--- src/rtl/timing_controller_multiframe.sv ---
// Frame sequencer between the DC32 line buffer and the pixel line clocker:
// requests/releases lines, issues the frame-end update strobe, DC-balance inversion and a starvation watchdog.
module timing_controller_multiframe #(
  parameter int BUF_CNT_W       = 7,
  parameter int WORDS_PER_LINE  = 64,
  parameter int LINES_PER_FRAME = 1280,
  parameter int LINE_IDX_W      = 11,
  parameter int UPDATE_CYCLES   = 4,
  parameter int INVERT_PERIOD   = 1,
  parameter int LINE_TIMEOUT    = 4096,
  parameter int FRAME_CNT_W     = 16
) (
  input  logic                   fpga_clk,
  input  logic                   reset_all,
  input  logic                   enable,
  input  logic [BUF_CNT_W-1:0]   num_words_in_buffer,
  input  logic                   dc32_fifo_is_empty,
  input  logic                   line_done,
  output logic                   next_line_clock_into_fifo,
  output logic                   line_of_data_available,
  output logic                   start_clocking_frame_data_cmd,
  output logic                   update,
  output logic                   invert,
  output logic [LINE_IDX_W-1:0]  line_index,
  output logic [FRAME_CNT_W-1:0] frame_count,
  output logic                   underrun_err
);

  localparam int TO_W = $clog2(LINE_TIMEOUT);
  localparam int UC_W = (UPDATE_CYCLES > 1) ? $clog2(UPDATE_CYCLES) : 1;
  localparam int FT_W = (INVERT_PERIOD > 1) ? $clog2(INVERT_PERIOD) : 1;

  localparam logic [TO_W-1:0]       TO_LAST   = TO_W'(LINE_TIMEOUT - 1);
  localparam logic [UC_W-1:0]       UC_LAST   = UC_W'(UPDATE_CYCLES - 1);
  localparam logic [FT_W-1:0]       FT_LAST   = FT_W'(INVERT_PERIOD - 1);
  localparam logic [LINE_IDX_W-1:0] LAST_LINE = LINE_IDX_W'(LINES_PER_FRAME - 1);
  localparam logic [BUF_CNT_W-1:0]  FILL_LVL  = BUF_CNT_W'(WORDS_PER_LINE);

  typedef enum logic [2:0] {
    S_IDLE = 3'd0,
    S_REQ  = 3'd1,
    S_WAIT = 3'd2,
    S_SEND = 3'd3,
    S_UPD  = 3'd4
  } state_t;

  state_t                 state_r, state_s;
  logic [LINE_IDX_W-1:0]  line_index_r, line_index_s;
  logic [TO_W-1:0]        to_cnt_r, to_cnt_s;
  logic [UC_W-1:0]        upd_cnt_r, upd_cnt_s;
  logic [FT_W-1:0]        ft_cnt_r, ft_cnt_s;
  logic [FRAME_CNT_W-1:0] frame_count_r, frame_count_s;
  logic [BUF_CNT_W-1:0]   prev_words_r;
  logic                   invert_r, invert_s;
  logic                   err_r, err_s;
  logic                   start_s;
  logic                   req_r, lda_r, start_r, update_r;
  logic                   fill_s, hold_s;

  assign fill_s = (num_words_in_buffer >= FILL_LVL);
  // A non-empty FIFO that is still filling the buffer is progress, not starvation.
  assign hold_s = !dc32_fifo_is_empty && (num_words_in_buffer > prev_words_r);

  // Next-state and next-value logic for the frame sequencer.
  always_comb begin
    state_s       = state_r;
    line_index_s  = line_index_r;
    to_cnt_s      = to_cnt_r;
    upd_cnt_s     = upd_cnt_r;
    ft_cnt_s      = ft_cnt_r;
    frame_count_s = frame_count_r;
    invert_s      = invert_r;
    err_s         = err_r;
    start_s       = 1'b0;
    case (state_r)
      S_IDLE: begin
        if (enable) begin
          state_s      = S_REQ;
          start_s      = 1'b1;
          line_index_s = '0;
        end else begin
          state_s = S_IDLE;
        end
      end
      S_REQ: begin
        to_cnt_s = '0;
        state_s  = S_WAIT;
      end
      S_WAIT: begin
        if (fill_s) begin
          state_s = S_SEND;
        end else if (hold_s) begin
          to_cnt_s = to_cnt_r;
        end else if (to_cnt_r == TO_LAST) begin
          err_s        = 1'b1;
          line_index_s = '0;
          state_s      = S_IDLE;
        end else begin
          to_cnt_s = to_cnt_r + TO_W'(1);
        end
      end
      S_SEND: begin
        if (line_done) begin
          if (line_index_r == LAST_LINE) begin
            upd_cnt_s = '0;
            state_s   = S_UPD;
          end else begin
            line_index_s = line_index_r + LINE_IDX_W'(1);
            state_s      = S_REQ;
          end
        end else begin
          state_s = S_SEND;
        end
      end
      S_UPD: begin
        if (upd_cnt_r == UC_LAST) begin
          frame_count_s = frame_count_r + FRAME_CNT_W'(1);
          if (ft_cnt_r == FT_LAST) begin
            invert_s = !invert_r;
            ft_cnt_s = '0;
          end else begin
            ft_cnt_s = ft_cnt_r + FT_W'(1);
          end
          // enable is only sampled here and in IDLE, so frames never truncate.
          if (enable) begin
            start_s      = 1'b1;
            line_index_s = '0;
            state_s      = S_REQ;
          end else begin
            state_s = S_IDLE;
          end
        end else begin
          upd_cnt_s = upd_cnt_r + UC_W'(1);
        end
      end
      default: begin
        state_s = S_IDLE;
      end
    endcase
  end

  // State and registered outputs; strobes are decoded from the next state so they align with it.
  always_ff @(posedge fpga_clk or posedge reset_all) begin
    if (reset_all) begin
      state_r       <= S_IDLE;
      line_index_r  <= '0;
      to_cnt_r      <= '0;
      upd_cnt_r     <= '0;
      ft_cnt_r      <= '0;
      frame_count_r <= '0;
      prev_words_r  <= '0;
      invert_r      <= 1'b0;
      err_r         <= 1'b0;
      req_r         <= 1'b0;
      lda_r         <= 1'b0;
      start_r       <= 1'b0;
      update_r      <= 1'b0;
    end else begin
      state_r       <= state_s;
      line_index_r  <= line_index_s;
      to_cnt_r      <= to_cnt_s;
      upd_cnt_r     <= upd_cnt_s;
      ft_cnt_r      <= ft_cnt_s;
      frame_count_r <= frame_count_s;
      prev_words_r  <= num_words_in_buffer;
      invert_r      <= invert_s;
      err_r         <= err_s;
      req_r         <= (state_s == S_REQ);
      lda_r         <= (state_s == S_SEND);
      start_r       <= start_s;
      update_r      <= (state_s == S_UPD);
    end
  end

  assign next_line_clock_into_fifo     = req_r;
  assign line_of_data_available        = lda_r;
  assign start_clocking_frame_data_cmd = start_r;
  assign update                        = update_r;
  assign invert                        = invert_r;
  assign line_index                    = line_index_r;
  assign frame_count                   = frame_count_r;
  assign underrun_err                  = err_r;

endmodule

--- config.mk ---
export PLATFORM = sky130hd
export DESIGN_NAME = timing_controller_multiframe
export DESIGN_NICKNAME = d
export VERILOG_FILES = /design/src/rtl/timing_controller_multiframe.sv
export SDC_FILE = /design/constraint.sdc
export NUM_CORES = 1
export LEC_CHECK = 0
export BUFFER_PORTS_ARGS = -buffer_cell sky130_fd_sc_hd__buf_2
export CAP_MARGIN = 10
export CORE_UTILIZATION = 54
export DETAILED_ROUTE_END_ITERATION = 7
export PLACE_DENSITY_LB_ADDON = 0.1
export SYNTH_ARGS = -nofsm -noshare
export SYNTH_HDL_FRONTEND = slang
export SYNTH_SLANG_ARGS = --single-unit
--- constraint.sdc ---
create_clock -name fpga_clk -period 5.4 [get_ports fpga_clk]
set_input_delay 1.08 -clock fpga_clk [delete_from_list [all_inputs] [get_ports fpga_clk]]
set_output_delay 1.08 -clock fpga_clk [all_outputs]
set_load 0.01 [all_outputs]
==> out/results.ini, run 1 <==
[outcome]
outcome=complete, no violations

[floorplan]
fp.dieH_um=74.5
core_um2=5070
rows=26
start_util=0.559
die_w_um=74.5
die_area_um2=5550
ios=45

[sta]
worst_pin_slew_ns=0.945
fin_crit_sh=0.567
finalClockSkew_ns=0.00732
period_needed_ns=3.06
rsz0062_at_grt=false
relSlewSlack=0.369
finalSetupTns_ns=0
hold_violations=0
fmax_ghz=0.327
setup_violations=0
maxSlewViolCount=0

[worst_setup_path]
arrival_ns=3.27
cp_common_cell=a21oi_1
max_stage_delay_ns=0.93
critPathKind=in2reg
worst_path_max_delay_cell=a2111oi_2
cp-end-kind=flip-flop
worstPathMaxFanout=9
cp_data_required_time_ns=5.61
crit_path_start_kind=primary input
crit_chain=buf_2 > ha_1 > a21oi_1 > o21a_1 > a21oi_1 > a2111oi_2 > o21ba_1

[final_layout]
nNetsFinal=346
nFillCells=444
multi_input_area_um2=1330
stdcell_area_um2=3290
num_antenna_cells=0
syn2layout_area_growth_pct=15.9
drive_gt1_frac=0.220
ff_latch_area_um2=1430
utilization=0.648

[routing]
drtPass1Iterations=5
drtIter0Drc=96
antenna_left=0
viasPerCell=5.40
routedWlPerCell_um=13.5
via_count=2142
wirelength_um=5340
route.detailed.drc=0

[global_route]
grt_max_degree=58
antenna_found_initial=0
overflow=0
track_usage=0.213
grt_pass1_vias=2027
grt_pass1_wl_um=8920

[place]
place_area_um2=3130
hpwl_um=3800
gp_congestion=0.874
port_buffers=44

[logic_synthesis]
synth_top_cell_by_area=dfrtp_1
seq_area_frac_synth=0.503
yosys.cell_count.top_type=dfrtp_1
ys_seq_elements=57
synthTopCellsByArea=dfrtp_1 (50%), xnor2_1 (6.5%), ha_1 (4.9%)
synth_cells=273
synth-edff-count=0
synthesis.area_um2=2840
synth.distinct_cells=45
yosys_warnings=0
netlist.area_leader.share=0.503
ys_async_sr_fraction=1.00
postSynthAreaPerCell_um2=10.4
synth_ff_type=dfrtp_1
yosys-top-cells-count=dfrtp_1 (57), nand2_1 (32), xnor2_1 (21)
synth.net_count=296

[cts]
cts_made_buffers=9
cts.sinks=57
h-tree-depth=3
clk_latency_ns=0.32
cts_tree=done
cts_hold_buf=0
path_clk_slew_ns=0.06
clock_path_buffers=2
cts_root_buffer=clkbuf_8
post_cts_resized=0
cts_setup_buffers=0

[pwr]
pwr_density_cell_nw_per_um2=325
ir_drop_mv=0.191
power.leakage_nw=1.71

[flow_run]
cap_violations=0

[worst_hold_path]
hp-class=reg2reg

power breakdown:
group | total, mW | internal [mW] | switching, mW
Sequential | 0.494 | 0.458 | 0.0356
Clock | 0.330 | 0.173 | 0.157
Combinational | 0.246 | 0.0920 | 0.154
per-layer routing:
layer | wire (um) | track usage
met1 | 2650 | 0.291
met3 | 203 | 0.0474
met2 | 2410 | 0.325
met5 | 0 | 0
met4 | 78 | 0.0964
state kept, by name, summed over array words and instances, names as in the netlist:
signal                         flops
frame_count                       16
to_cnt_r                          12
line_index                        11
prev_words_r                       7
state_r                            3
upd_cnt_r                          2
invert                             1
line_of_data_available             1
next_line_clock_into_fifo          1
start_clocking_frame_data_cmd      1
underrun_err                       1
update                             1
worst max-delay path: cells and delay by family:
kind	cells	cell delay, ns
buffers and inverters	1	0.16
AOI/OAI and AO/OA	5	1.69
adders and majority gates	1	0.34
stage by stage:
step	cells	setup WS (ns)	total power [mW]	hold slack (ns)
floorplan	273	2.54	0.685	0.459
global placement	382	2.09	0.743	0.436
detailed placement	382	2.01	0.748	0.452
CTS	397	2.34	1.08	0.464
global route	397	2.13	1.14	0.494
finish	397	2.34	1.07	0.465
placed cells by master, fill, tap and decap left out, types with 2 or more instances in the layout:
master | netlist | routed
a21o_1 | 4 | 4
a21oi_1 | 6 | 6
a22o_1 | 2 | 2
and3_1 | 9 | 9
buf_2 | 1 | 44
clkbuf_8 | 0 | 10
clkinv_2 | 0 | 4
dfrtp_1 | 57 | 57
ha_1 | 11 | 11
inv_1 | 14 | 13
inv_2 | 1 | 2
mux2_2 | 2 | 2
mux2i_1 | 9 | 9
nand2_1 | 32 | 32
nand3_1 | 18 | 18
nand4_1 | 9 | 9
nor2_1 | 20 | 20
nor2b_1 | 2 | 2
nor3_1 | 4 | 4
nor3b_1 | 2 | 2
nor4_1 | 14 | 14
o21ai_0 | 3 | 3
o31a_1 | 2 | 2
xnor2_1 | 21 | 21
xor2_1 | 6 | 6
path summary, 6_finish.rpt:
kind	startpoint	endpoint	slack [ns]	cells after the start
min	invert	invert	0.46	1
max in group asynchronous	reset_all	upd_cnt_r[1]	4.00	3
min reg2reg	invert	invert	0.46	1
max	num_words_in_buffer[6]	line_index[6]	2.34	7
min in group asynchronous	reset_all	frame_count[5]	0.94	3
max reg2reg	to_cnt_r[0]	line_index[6]	2.82	6
cell families (layout without fill, tap and decap cells):
kind of cell,after synthesis,after routing,synth area share
and+or+nand+nor,119,119,0.215
AOI/OAI and AO/OA,27,27,0.0825
DFF,57,57,0.503
xor gates and xnor gates,27,27,0.0833
adders and majority gates,11,11,0.0485
muxes,11,11,0.0397
buffers and inverters,21,75,0.0287
layout make-up:
cell class	count	area share
Sequential cell	57	0.434
Multi-Input combinational cell	195	0.404
Timing Repair Buffer	45	0.0692
Clock buffer	11	0.0430
Tap cell	70	0.0266
Inverter	15	0.0171
Clock inverter	4	0.00609
Note: power is estimated with default switching activity, not from simulation.
==> inputs of run 2 (changes only) <==
==> constraint.sdc (replaced) <==
create_clock -name fpga_clk -period 3.1 [get_ports fpga_clk]
set_input_delay 0.62 -clock fpga_clk [delete_from_list [all_inputs] [get_ports fpga_clk]]
set_output_delay 0.62 -clock fpga_clk [all_outputs]
set_load 0.01 [all_outputs]
==> out/results.ini, run 2 (synthesis results as in run 1) <==
[final_layout]
syn2layout_area_growth_pct=17.9
largest_reg_flops=16
multi_input_area_um2=1330
nNetsFinal=348
final_common_cell=dfrtp_1
num_antenna_cells=0
ff_latch_area_um2=1430
drive_gt1_frac=0.230
final_cell_mix=dfrtp_1 (57), buf_2 (44), nand2_1 (32)
fin_cells=400
nFillCells=451

[worst_setup_path]
r2r-end=line_index[6]
worstPathMaxFanout=10
cp-end-kind=flip-flop
critPathKind=reg2reg
cp_data_required_time_ns=3.33
r2r_cells=7
max_stage_delay_ns=0.46
crit_path_start_kind=flip-flop
reg2reg_slack_ns=0.59
crit_chain=ha_1 > nand3_1 > o31ai_4 > o2111ai_4 > or3_4 > o31a_1 > o21ba_1
r2r-start=to_cnt_r[0]
arrival_ns=2.74
worst_path_max_delay_cell=or3_4

[floorplan]
start_util=0.559
ios=45
die_w_um=74.5
core_um2=5070
die_area_um2=5550
rows=26
fp.dieH_um=74.5

[cts]
cts_tree=done
clock_path_buffers=2
h-tree-depth=3
cts_made_buffers=9
post_cts_resized=0
cts.sinks=57
cts_hold_buf=0
path_clk_slew_ns=0.07
clk_latency_ns=0.34
cts_setup_buffers=0
cts_root_buffer=clkbuf_8

[global_route]
grt_pass1_wl_um=9320
grt_pass1_vias=2058
grt_util_met2=0.335
antenna_found_initial=0
grt_use_met3=0.0474
track_usage=0.226
top_usage_layer=met2
overflow=0
grt_use_met1=0.311
grt_max_degree=28

[pwr]
switching_share=0.328
power.switching_mw=0.654
power.leakage_nw=1.73
p_clk_frac=0.349
internal-power_mw=1.34
power_mw=2.00
power_frac_comb=0.220
pwr_density_cell_nw_per_um2=596
ir_drop_mv=0.456
seqPwrFrac=0.431

[sta]
setup_violations=0
whs_ns=0.216
layout_setup_ws_ns=0.593
hold_violations=0
fmax_ghz=0.399
period_needed_ns=2.51
relSlewSlack=0.523
rsz0062_at_grt=false
finalClockSkew_ns=0.00630
worst_pin_slew_ns=0.713
maxSlewViolCount=0
finalSetupTns_ns=0
fin_crit_sh=0.809

[routing]
viasPerCell=5.48
antenna_left=0
wirelength_um=5680
routedWlPerCell_um=14.2
drtIter0Drc=89
via_count=2191
drtPass1Iterations=6
route.detailed.drc=0

[worst_hold_path]
hp-class=in2async

[place]
port_buffers=44
place_ws_ns=0.482
dp_cells=384
hpwl_um=4050
gp_congestion=0.871

[outcome]
outcome=complete, no violations

[flow_run]
cap_violations=0

-- run 2: changes by cell type in the layout (fill, tap and decap cells not counted), sizes merged --
cell	previous run	this run
clkinv	4	3
clkinvlp	0	2
bufinv	0	1
buf	45	47
clkbuf	11	9
inv	15	16
-- run 2: routing by layer --
layer | routed length [um] | share of wire
met5 | 0 | 0
met2 | 2580 | 0.45
met4 | 98 | 0.017
met3 | 284 | 0.050
met1 | 2720 | 0.48
-- run 2: worst max-delay path by stage --
stage                                 startpoint            end  slack, ns  cells after the start
final                                to_cnt_r[0]  line_index[6]       0.59                      7
after global routing                 to_cnt_r[0]  line_index[6]       0.43                      7
after CTS                            to_cnt_r[0]  line_index[6]       0.61                      7
after detailed placement  num_words_in_buffer[6]    to_cnt_r[7]       0.48                      8
after global placement    num_words_in_buffer[6]    to_cnt_r[4]       0.55                      8
after floorplan           num_words_in_buffer[6]  line_index[6]       0.70                      6
-- run 2: through the flow --
stage,area [um2],utilization
3_3_place_gp,3140,0.619
5_1_grt,3350,0.660
3_5_place_dp,3140,0.619
2_1_floorplan,2840,-
6_report,3350,0.660
4_1_cts,3350,0.660
-- run 2: power groups by stage --
stage	clock [mW]	combinational, mW	sequential [mW]
finish	0.696	0.439	0.861
global route	0.746	0.487	0.871
CTS	0.709	0.442	0.859
detailed placement	0	0.439	0.873
global placement	0	0.433	0.873
floorplan	0	0.338	0.855
-- run 2: final cells by class --
class | instances | share of cell area
inverter | 15 | 0.0168
timing repair buffer | 47 | 0.0725
clock inverter | 7 | 0.0239
sequential | 57 | 0.426
clock buffer | 9 | 0.0370
tap | 70 | 0.0262
multi-input combinational | 195 | 0.397
-- run 2: critical path: cells and delay by family, from the launching register on --
family          cells  cell delay, ns
compound gates      4            1.15
simple gates        2            0.62
flops               1            0.39
fa+ha+maj           1            0.25
==> inputs of run 3 (changes only) <==
--- a/config.mk
+++ b/config.mk
@@ -7,7 +7,7 @@
 export LEC_CHECK = 0
 export BUFFER_PORTS_ARGS = -buffer_cell sky130_fd_sc_hd__buf_2
 export CAP_MARGIN = 10
-export CORE_UTILIZATION = 54
+export CORE_UTILIZATION = 51
 export DETAILED_ROUTE_END_ITERATION = 7
 export PLACE_DENSITY_LB_ADDON = 0.1
 export SYNTH_ARGS = -nofsm -noshare
==> constraint.sdc (replaced) <==
create_clock -name fpga_clk -period 2.1 [get_ports fpga_clk]
set_input_delay 0.42 -clock fpga_clk [delete_from_list [all_inputs] [get_ports fpga_clk]]
set_output_delay 0.42 -clock fpga_clk [all_outputs]
set_load 0.01 [all_outputs]
==> out/results.ini, run 3 (synthesis results as in run 1) <==
[outcome]
outcome=complete, no violations

[place]
place_area_um2=3360
gp_congestion=0.854
hpwl_um=4390
place_ws_ns=-0.175
port_buffers=44

[sta]
fin_crit_sh=0.988
relSlewSlack=0.668
whs_ns=0.116
fmax_ghz=0.482
maxSlewViolCount=0
finalClockSkew_ns=0.0153
layout_setup_ws_ns=0.0260
hold_violations=0
setup_violations=0
period_needed_ns=2.07
finalSetupTns_ns=0
rsz0062_at_grt=true
worst_pin_slew_ns=0.498

[worst_setup_path]
crit_path_start_kind=flip-flop
worstPathMaxFanout=4
cp_data_required_time_ns=2.32
critPathKind=reg2reg
arrival_ns=2.30
cp-end-kind=flip-flop

[final_layout]
nFillCells=397
final_common_cell=dfrtp_1
syn2layout_area_growth_pct=30.9
nNetsFinal=373
stdcell_area_um2=3710
final_cell_mix=dfrtp_1 (57), buf_2 (44), nand2_1 (32)
utilization=0.709
drive_gt1_frac=0.342
largest_reg_flops=16
num_antenna_cells=0

[floorplan]
core_um2=5240
rows=26
start_util=0.542
die_w_um=76.6
fp.dieH_um=76.6
die_area_um2=5870
ios=45

[cts]
path_clk_slew_ns=0.07
cts_root_buffer=clkbuf_8
clock_path_buffers=2
cts_tree=done
clk_latency_ns=0.33
h-tree-depth=3
cts.sinks=57
cts_hold_buf=0
cts_made_buffers=9

[global_route]
grt_max_degree=25
track_usage=0.229
overflow=0
grt_pass1_wl_um=10300
grt_pass1_vias=2214
antenna_found_initial=0

[routing]
routedWlPerCell_um=14.8
wl_met1_um=2980
antenna_left=0
route.detailed.drc=0
highest_layer=met4
drtIter0Drc=109
wl_met3_um=229
viasPerCell=5.39
drtPass1Iterations=5
wirelength_um=6290
via_count=2286
met2_length_um=3010

[pwr]
pwr_density_cell_nw_per_um2=863
power.leakage_nw=1.87
ir_drop_mv=0.687

[flow_run]
cap_violations=0

[worst_hold_path]
hp-class=in2async

-- run 3: cell count changes in the layout (fill, tap and decap cells not counted), moves of 3 or more --
| cell | previous run | this run |
|---|---|---|
| buf_4 | 3 | 25 |
| nor4_1 | 14 | 5 |
| nor4_2 | 0 | 6 |
| ha_1 | 11 | 7 |
| a21oi_1 | 6 | 3 |
| clkinv_4 | 3 | 0 |
| ha_4 | 0 | 3 |
| nor4_4 | 0 | 3 |
-- run 3: worst paths after layout --
path                                         from         endpoint  slack (ns)  cells past startpoint
min                                     reset_all  prev_words_r[1]        0.12                      2
min reg2reg                          underrun_err     underrun_err        0.47                      1
max                               prev_words_r[4]    line_index[6]        0.03                      8
max reg2reg                       prev_words_r[4]    line_index[6]        0.03                      8
min in group fpga_clk      num_words_in_buffer[1]  prev_words_r[1]        0.22                      1
max in group asynchronous               reset_all   line_index[10]        1.43                      3
-- run 3: what timing repair did --
action                     4_1_cts  5_1_grt
resized for setup                0       26
setup endpoints to repair        3       17
buffers inserted                 0        2
pin swaps                        2       10
cloned                           0        0
-- run 3: power by group --
group / internal, mW / leakage (nW) / switching (mW)
registers: 1.18 / 0.767 / 0.0721
logic: 0.405 / 1.00 / 0.529
clock network: 0.603 / 0.102 / 0.417
-- run 3: area by class of cell --
| class | instances | area [um2] | area share |
|---|---|---|---|
| Inverter | 15 | 56.3 | 0.0152 |
| Clock inverter | 3 | 40.0 | 0.0108 |
| Tap cell | 70 | 87.6 | 0.0236 |
| Clock buffer | 12 | 155 | 0.0418 |
| Multi-Input combinational cell | 195 | 1500 | 0.403 |
| Timing Repair Buffer | 72 | 450 | 0.121 |
| Sequential cell | 57 | 1430 | 0.384 |
-- run 3: layer usage --
layer | vias to the layer above | GRT usage
li1 | 1112 | -
met1 | 1114 | 0.302
met2 | 53 | 0.365
met3 | 7 | 0.0479
met4 | 0 | 0.0981
met5 | - | 0
-- run 3: worst max-delay path, cell delays in order, from the launching register on --
cell and delay, ns:
dfrtp_1 0.34, inv_2 0.05, ha_4 0.26, nand4_1 0.16
o21bai_2 0.27, a211oi_2 0.08, or3_4 0.39, o31a_1 0.25
o21ba_1 0.18
-- run 3: per-stage QoR --
| stage | std cells | total power, mW |
|---|---|---|
| after floorplan | 273 | 1.78 |
| after global placement | 408 | 2.07 |
| after detailed placement | 408 | 2.09 |
| after CTS | 423 | 3.11 |
| after global routing | 424 | 3.38 |
| final | 424 | 3.20 |
